$ cat src/rtl/seq_shift_unit.sv
// Multi-mode sequential shift register for the shift-add multiplier datapath.
// Executes a logical, arithmetic or rotate shift one bit per clock under a start/busy/done handshake.
module seq_shift_unit #(
   parameter int unsigned WIDTH = 16,
   parameter int unsigned AMT_W = 5
) (
   input  logic             clk,
   input  logic             rst,
   input  logic             i_load,
   input  logic             i_start,
   input  logic [2:0]       i_op,
   input  logic [AMT_W-1:0] i_amt,
   input  logic [WIDTH-1:0] i_din,
   input  logic             i_sin,
   output logic [WIDTH-1:0] o_out,
   output logic             o_sout,
   output logic             o_busy,
   output logic             o_done
);

   localparam logic [2:0] OP_SLL = 3'd0;
   localparam logic [2:0] OP_SRL = 3'd1;
   localparam logic [2:0] OP_SRA = 3'd2;
   localparam logic [2:0] OP_ROL = 3'd3;
   localparam logic [2:0] OP_ROR = 3'd4;

   typedef enum logic {
      ST_IDLE  = 1'b0,
      ST_SHIFT = 1'b1
   } state_t;

   state_t             r_state;
   logic [AMT_W-1:0]   r_count;
   logic [2:0]         r_op;
   logic [WIDTH-1:0]   r_out;
   logic               r_sout;
   logic               r_busy;
   logic               r_done;

   state_t             w_state_nxt;
   logic [AMT_W-1:0]   w_count_nxt;
   logic [2:0]         w_op_nxt;
   logic [WIDTH-1:0]   w_out_nxt;
   logic               w_sout_nxt;
   logic               w_busy_nxt;
   logic               w_done_nxt;

   logic [WIDTH-1:0]   w_step_out;
   logic               w_step_sout;

   // Single-bit shift result for the captured mode; reserved modes hold.
   always_comb begin
      w_step_out  = r_out;
      w_step_sout = r_sout;
      case (r_op)
         OP_SLL: begin
            w_step_out  = {r_out[WIDTH-2:0], i_sin};
            w_step_sout = r_out[WIDTH-1];
         end
         OP_SRL: begin
            w_step_out  = {i_sin, r_out[WIDTH-1:1]};
            w_step_sout = r_out[0];
         end
         OP_SRA: begin
            w_step_out  = {r_out[WIDTH-1], r_out[WIDTH-1:1]};
            w_step_sout = r_out[0];
         end
         OP_ROL: begin
            w_step_out  = {r_out[WIDTH-2:0], r_out[WIDTH-1]};
            w_step_sout = r_out[WIDTH-1];
         end
         OP_ROR: begin
            w_step_out  = {r_out[0], r_out[WIDTH-1:1]};
            w_step_sout = r_out[0];
         end
         default: begin
            w_step_out  = r_out;
            w_step_sout = r_sout;
         end
      endcase
   end

   // Next-state and datapath update; load wins over start in IDLE.
   always_comb begin
      w_state_nxt = r_state;
      w_count_nxt = r_count;
      w_op_nxt    = r_op;
      w_out_nxt   = r_out;
      w_sout_nxt  = r_sout;
      w_done_nxt  = 1'b0;

      case (r_state)
         ST_IDLE: begin
            if (i_load) begin
               w_out_nxt = i_din;
            end else if (i_start) begin
               w_op_nxt = i_op;
               if (i_amt == AMT_W'(0)) begin
                  w_done_nxt = 1'b1;
               end else begin
                  w_count_nxt = i_amt;
                  w_state_nxt = ST_SHIFT;
               end
            end
         end
         ST_SHIFT: begin
            w_out_nxt   = w_step_out;
            w_sout_nxt  = w_step_sout;
            w_count_nxt = r_count - AMT_W'(1);
            if (r_count == AMT_W'(1)) begin
               w_state_nxt = ST_IDLE;
               w_done_nxt  = 1'b1;
            end
         end
         default: begin
            w_state_nxt = ST_IDLE;
         end
      endcase

      w_busy_nxt = (w_state_nxt == ST_SHIFT);
   end

   // State register with synchronous active-low reset.
   always_ff @(posedge clk) begin
      if (!rst) begin
         r_state <= ST_IDLE;
         r_count <= '0;
         r_op    <= '0;
         r_out   <= '0;
         r_sout  <= 1'b0;
         r_busy  <= 1'b0;
         r_done  <= 1'b0;
      end else begin
         r_state <= w_state_nxt;
         r_count <= w_count_nxt;
         r_op    <= w_op_nxt;
         r_out   <= w_out_nxt;
         r_sout  <= w_sout_nxt;
         r_busy  <= w_busy_nxt;
         r_done  <= w_done_nxt;
      end
   end

   assign o_out  = r_out;
   assign o_sout = r_sout;
   assign o_busy = r_busy;
   assign o_done = r_done;

endmodule

$ cat config.mk
export PLATFORM = sky130hd
export DESIGN_NAME = seq_shift_unit
export DESIGN_NICKNAME = d
export VERILOG_FILES = /design/src/rtl/seq_shift_unit.sv
export SDC_FILE = /design/constraint.sdc
export NUM_CORES = 1
export LEC_CHECK = 0
export BUFFER_PORTS_ARGS = -buffer_cell sky130_fd_sc_hd__buf_2
export CAP_MARGIN = 15
export CORE_MARGIN = 3
export CORE_UTILIZATION = 54
export CTS_BUF_LIST = sky130_fd_sc_hd__clkbuf_4 sky130_fd_sc_hd__clkbuf_8
export DETAILED_ROUTE_END_ITERATION = 6
export GPL_ROUTABILITY_DRIVEN = 0
export PLACE_DENSITY = 0.87
export SLEW_MARGIN = 20
export SYNTH_ARGS = -nofsm -noshare
export SYNTH_HDL_FRONTEND = slang
export SYNTH_SLANG_ARGS = --single-unit
$ cat constraint.sdc
create_clock -name clk -period 1.7 [get_ports clk]
set_clock_uncertainty 0.05 [all_clocks]
set_input_delay 0.34 -clock clk [delete_from_list [all_inputs] [get_ports clk]]
set_output_delay 0.34 -clock clk [all_outputs]
set_load 0.005 [all_outputs]
==> flow_metrics.py <==
metrics = {
    "run_status": {
        "status": "finished clean",
    },
    "worst_setup_path": {
        "timing.rr.start": "r_op[2]",
        "startpoint": "r_op[2]",
        "endpoint_kind": "register",
        "r2r_slack_ps": 90,
        "path_max_fanout": 14,
        "crit_required_ps": 1830,
        "cp-start-kind": "register",
        "crit_type": "register to register",
        "critPathArrivalTime_ps": 1740,
    },
    "sta": {
        "worst-slew-pin-transition_ps": 965,
        "fmax_ghz": 0.620,
        "hold_slack_ps": 211,
        "relSlewSlack_pct": 35.4,
        "finalHoldViolCount": 0,
        "layout_setup_ws_ps": 88.3,
        "timing.final.crit_share_pct": 94.8,
        "slew_violations": 0,
        "rsz0062_at_grt": "no",
        "period_minus_slack_ps": 1610,
        "setup_viol": 0,
        "final.setup.tns_ps": 0,
    },
    "clock_network": {
        "hold_buffers": 0,
        "clkTransAtPathRegs_ps": 160,
        "cts_tree": "yes",
        "cts_setup_buffers": 0,
        "htreeDepth": 1,
        "insertion_delay_ps": 330,
        "cts-root-buf": "clkbuf_4",
        "clockBufferDepth": 2,
        "clock-sinks": 27,
        "cts_buffers": 3,
    },
    "logic_synthesis": {
        "syn_avg_cell_area_um2": 8.97,
        "synth_area_mm2": 0.00167,
        "synthCells": 186,
        "synth_seq_cells": 27,
        "yosys-top-cells-area": "dfxtp_1 (32%), mux2i_1 (11%), o221ai_1 (6.3%)",
        "yosysWarnings": 0,
        "yosysTopAreaCell": "dfxtp_1",
        "syn_nets": 217,
        "synth_cell_types": 43,
        "ys_seq_area_share_pct": 32.4,
        "synthDominantCellAreaShare_pct": 32.4,
    },
    "power_and_ir_drop": {
        "leakage_nw": 0.850,
        "p_switching_uw": 483,
        "internal_power_uw": 977,
        "netSwitchingFraction_pct": 33.1,
        "p_clk_share_pct": 19.7,
        "total_power_mw": 1.46,
        "power_frac_seq_pct": 53.0,
        "power_density_mw_per_mm2": 772,
        "p_comb_share_pct": 27.3,
        "vdd_ir_drop_max_mv": 0.633,
    },
    "final_layout": {
        "fin_nets": 259,
        "final_layout_size_suffix_gt1_share_pct": 29.1,
        "syn2layout_area_growth_pct": 13.3,
        "fillers": 241,
        "diodes": 0,
        "finalInstanceArea_mm2": 0.00189,
    },
    "global_routing": {
        "grt_pass1_vias": 1410,
        "grt_pass1_wl_um": 6180,
        "track_usage_pct": 21.5,
        "overflow": 0,
        "antenna_found_initial": 0,
        "grt_max_degree": 31,
    },
    "place": {
        "placed_cell_area_mm2": 0.00186,
        "place_ws_ps": 21.0,
        "dp_hpwl_um": 2920,
        "numPortBuffers": 47,
    },
    "routing": {
        "wl_per_cell_um": 15.3,
        "vias": 1573,
        "wirelength_um": 3950,
        "ant_nets": 0,
        "firstDrtPassIters": 4,
        "drtIter0Drc": 160,
        "vias_per_cell": 6.10,
        "drc": 0,
    },
    "worst_hold_path": {
        "hold_class": "input port to register",
        "min_from": "i_op[2]",
    },
    "floorplanning": {
        "die_w_um": 61.6,
        "die_y_um": 61.6,
        "num_rows": 19,
        "ioPinCount": 48,
        "initial_core_util_pct": 58.5,
        "fp.coreArea_mm2": 0.00285,
        "dieArea_mm2": 0.00379,
    },
    "run": {
        "maxCapViolations": 0,
    },
}
repair_timing:
action / in CTS / in global routing
hold endpoints to repair: 0 / 0
endpoints found under the setup margin: 0 / 8
resized for setup: 0 / 2
final timing paths:
| path | end | cells past startpoint |
|---|---|---|
| setup / recovery | o_out[8] | 2 |
| hold / removal | r_op[2] | 3 |
| setup reg to reg | o_out[8] | 2 |
| hold reg to reg | r_count[0] | 1 |
power by group through the flow:
stage,logic [mW],clock network (mW),registers (mW)
final,0.398,0.288,0.774
after global routing,0.440,0.317,0.784
after CTS,0.398,0.285,0.772
after detailed placement,0.397,0,0.785
after global placement,0.381,0,0.786
after floorplan,0.288,0,0.766
state kept, by name, indices dropped and copies added, names as in the netlist:
signal,cells
r_count,5
o_out,16
r_op,3
o_busy,1
o_done,1
o_sout,1
cell usage in the layout (no fill, tap or decap), types with 3 or more instances in the layout:
master,n
a21oi_1,8
a211oi_1,12
o221ai_1,12
dfxtp_1,25
clkbuf_4,3
o21ai_0,11
a221oi_1,4
buf_2,47
nor2_1,20
buf_4,7
inv_1,5
nor2b_1,4
nand3_1,4
mux2i_1,18
nand2_1,11
metal layers:
layer / up-vias / routed length [um] / global-route usage (%)
li1: 780 / - / -
met1: 722 / 1650 / 26.5
met2: 64 / 1980 / 37.7
met3: 7 / 268 / 4.40
met4: 0 / 47 / 6.06
met5: - / 0 / 0
cells in the mapped netlist, drive strengths merged:
| cell type | n |
|---|---|
| dfxtp | 27 |
| nor2 | 21 |
| mux2i | 18 |
| buf | 15 |
| o21ai | 14 |
| a211oi | 12 |
| o221ai | 12 |
| nand2 | 11 |
| a21oi | 8 |
| inv | 5 |
| a221oi | 4 |
| nand3 | 4 |
| nor2b | 4 |
| a31oi | 2 |
| and4 | 2 |
| clkbuf | 2 |
| ha | 2 |
| nand2b | 2 |
| o21a | 2 |
| xnor2 | 2 |
| xor2 | 2 |
| a211o | 1 |
| a21boi | 1 |
| a21o | 1 |
| a221o | 1 |
| a311oi | 1 |
| and2 | 1 |
| and3 | 1 |
| nand3b | 1 |
| nand4b | 1 |
| nor3 | 1 |
| nor3b | 1 |
| nor4bb | 1 |
| o311ai | 1 |
| o31ai | 1 |
| or4 | 1 |
critical path, cell delays in order (launching register included):
cell and delay (ps):
dfxtp_1 420, nor2_1 780, a211oi_1 220
per-stage QoR:
stage	instances	utilization [%]
5_1_grt	258	66.3
3_3_place_gp	254	65.3
3_5_place_dp	254	65.3
6_report	258	66.3
4_1_cts	258	66.2
2_1_floorplan	186	-
cell type report:
type                       instances  area [um^2]  area share [%]
clock inverter                     1         5.00           0.265
inverter                           5         18.8           0.992
multi-input combinational        137          976            51.6
timing repair buffer              54          288            15.2
sequential                        27          543            28.7
clock buffer                       3         22.5            1.19
tap                               31         38.8            2.05
logic make-up (layout without fill, tap and decap cells):
group | after synthesis | after routing | synth area share, %
muxes | 18 | 18 | 10.8
buffers and inverters | 22 | 63 | 9.15
AOI/OAI and AO/OA | 61 | 61 | 27.4
DFF | 27 | 27 | 32.4
and+or+nand+nor | 52 | 52 | 15.6
adders and majority gates | 2 | 2 | 1.50
xor gates and xnor gates | 4 | 4 | 3.22
(Power assumes the default switching activity.)
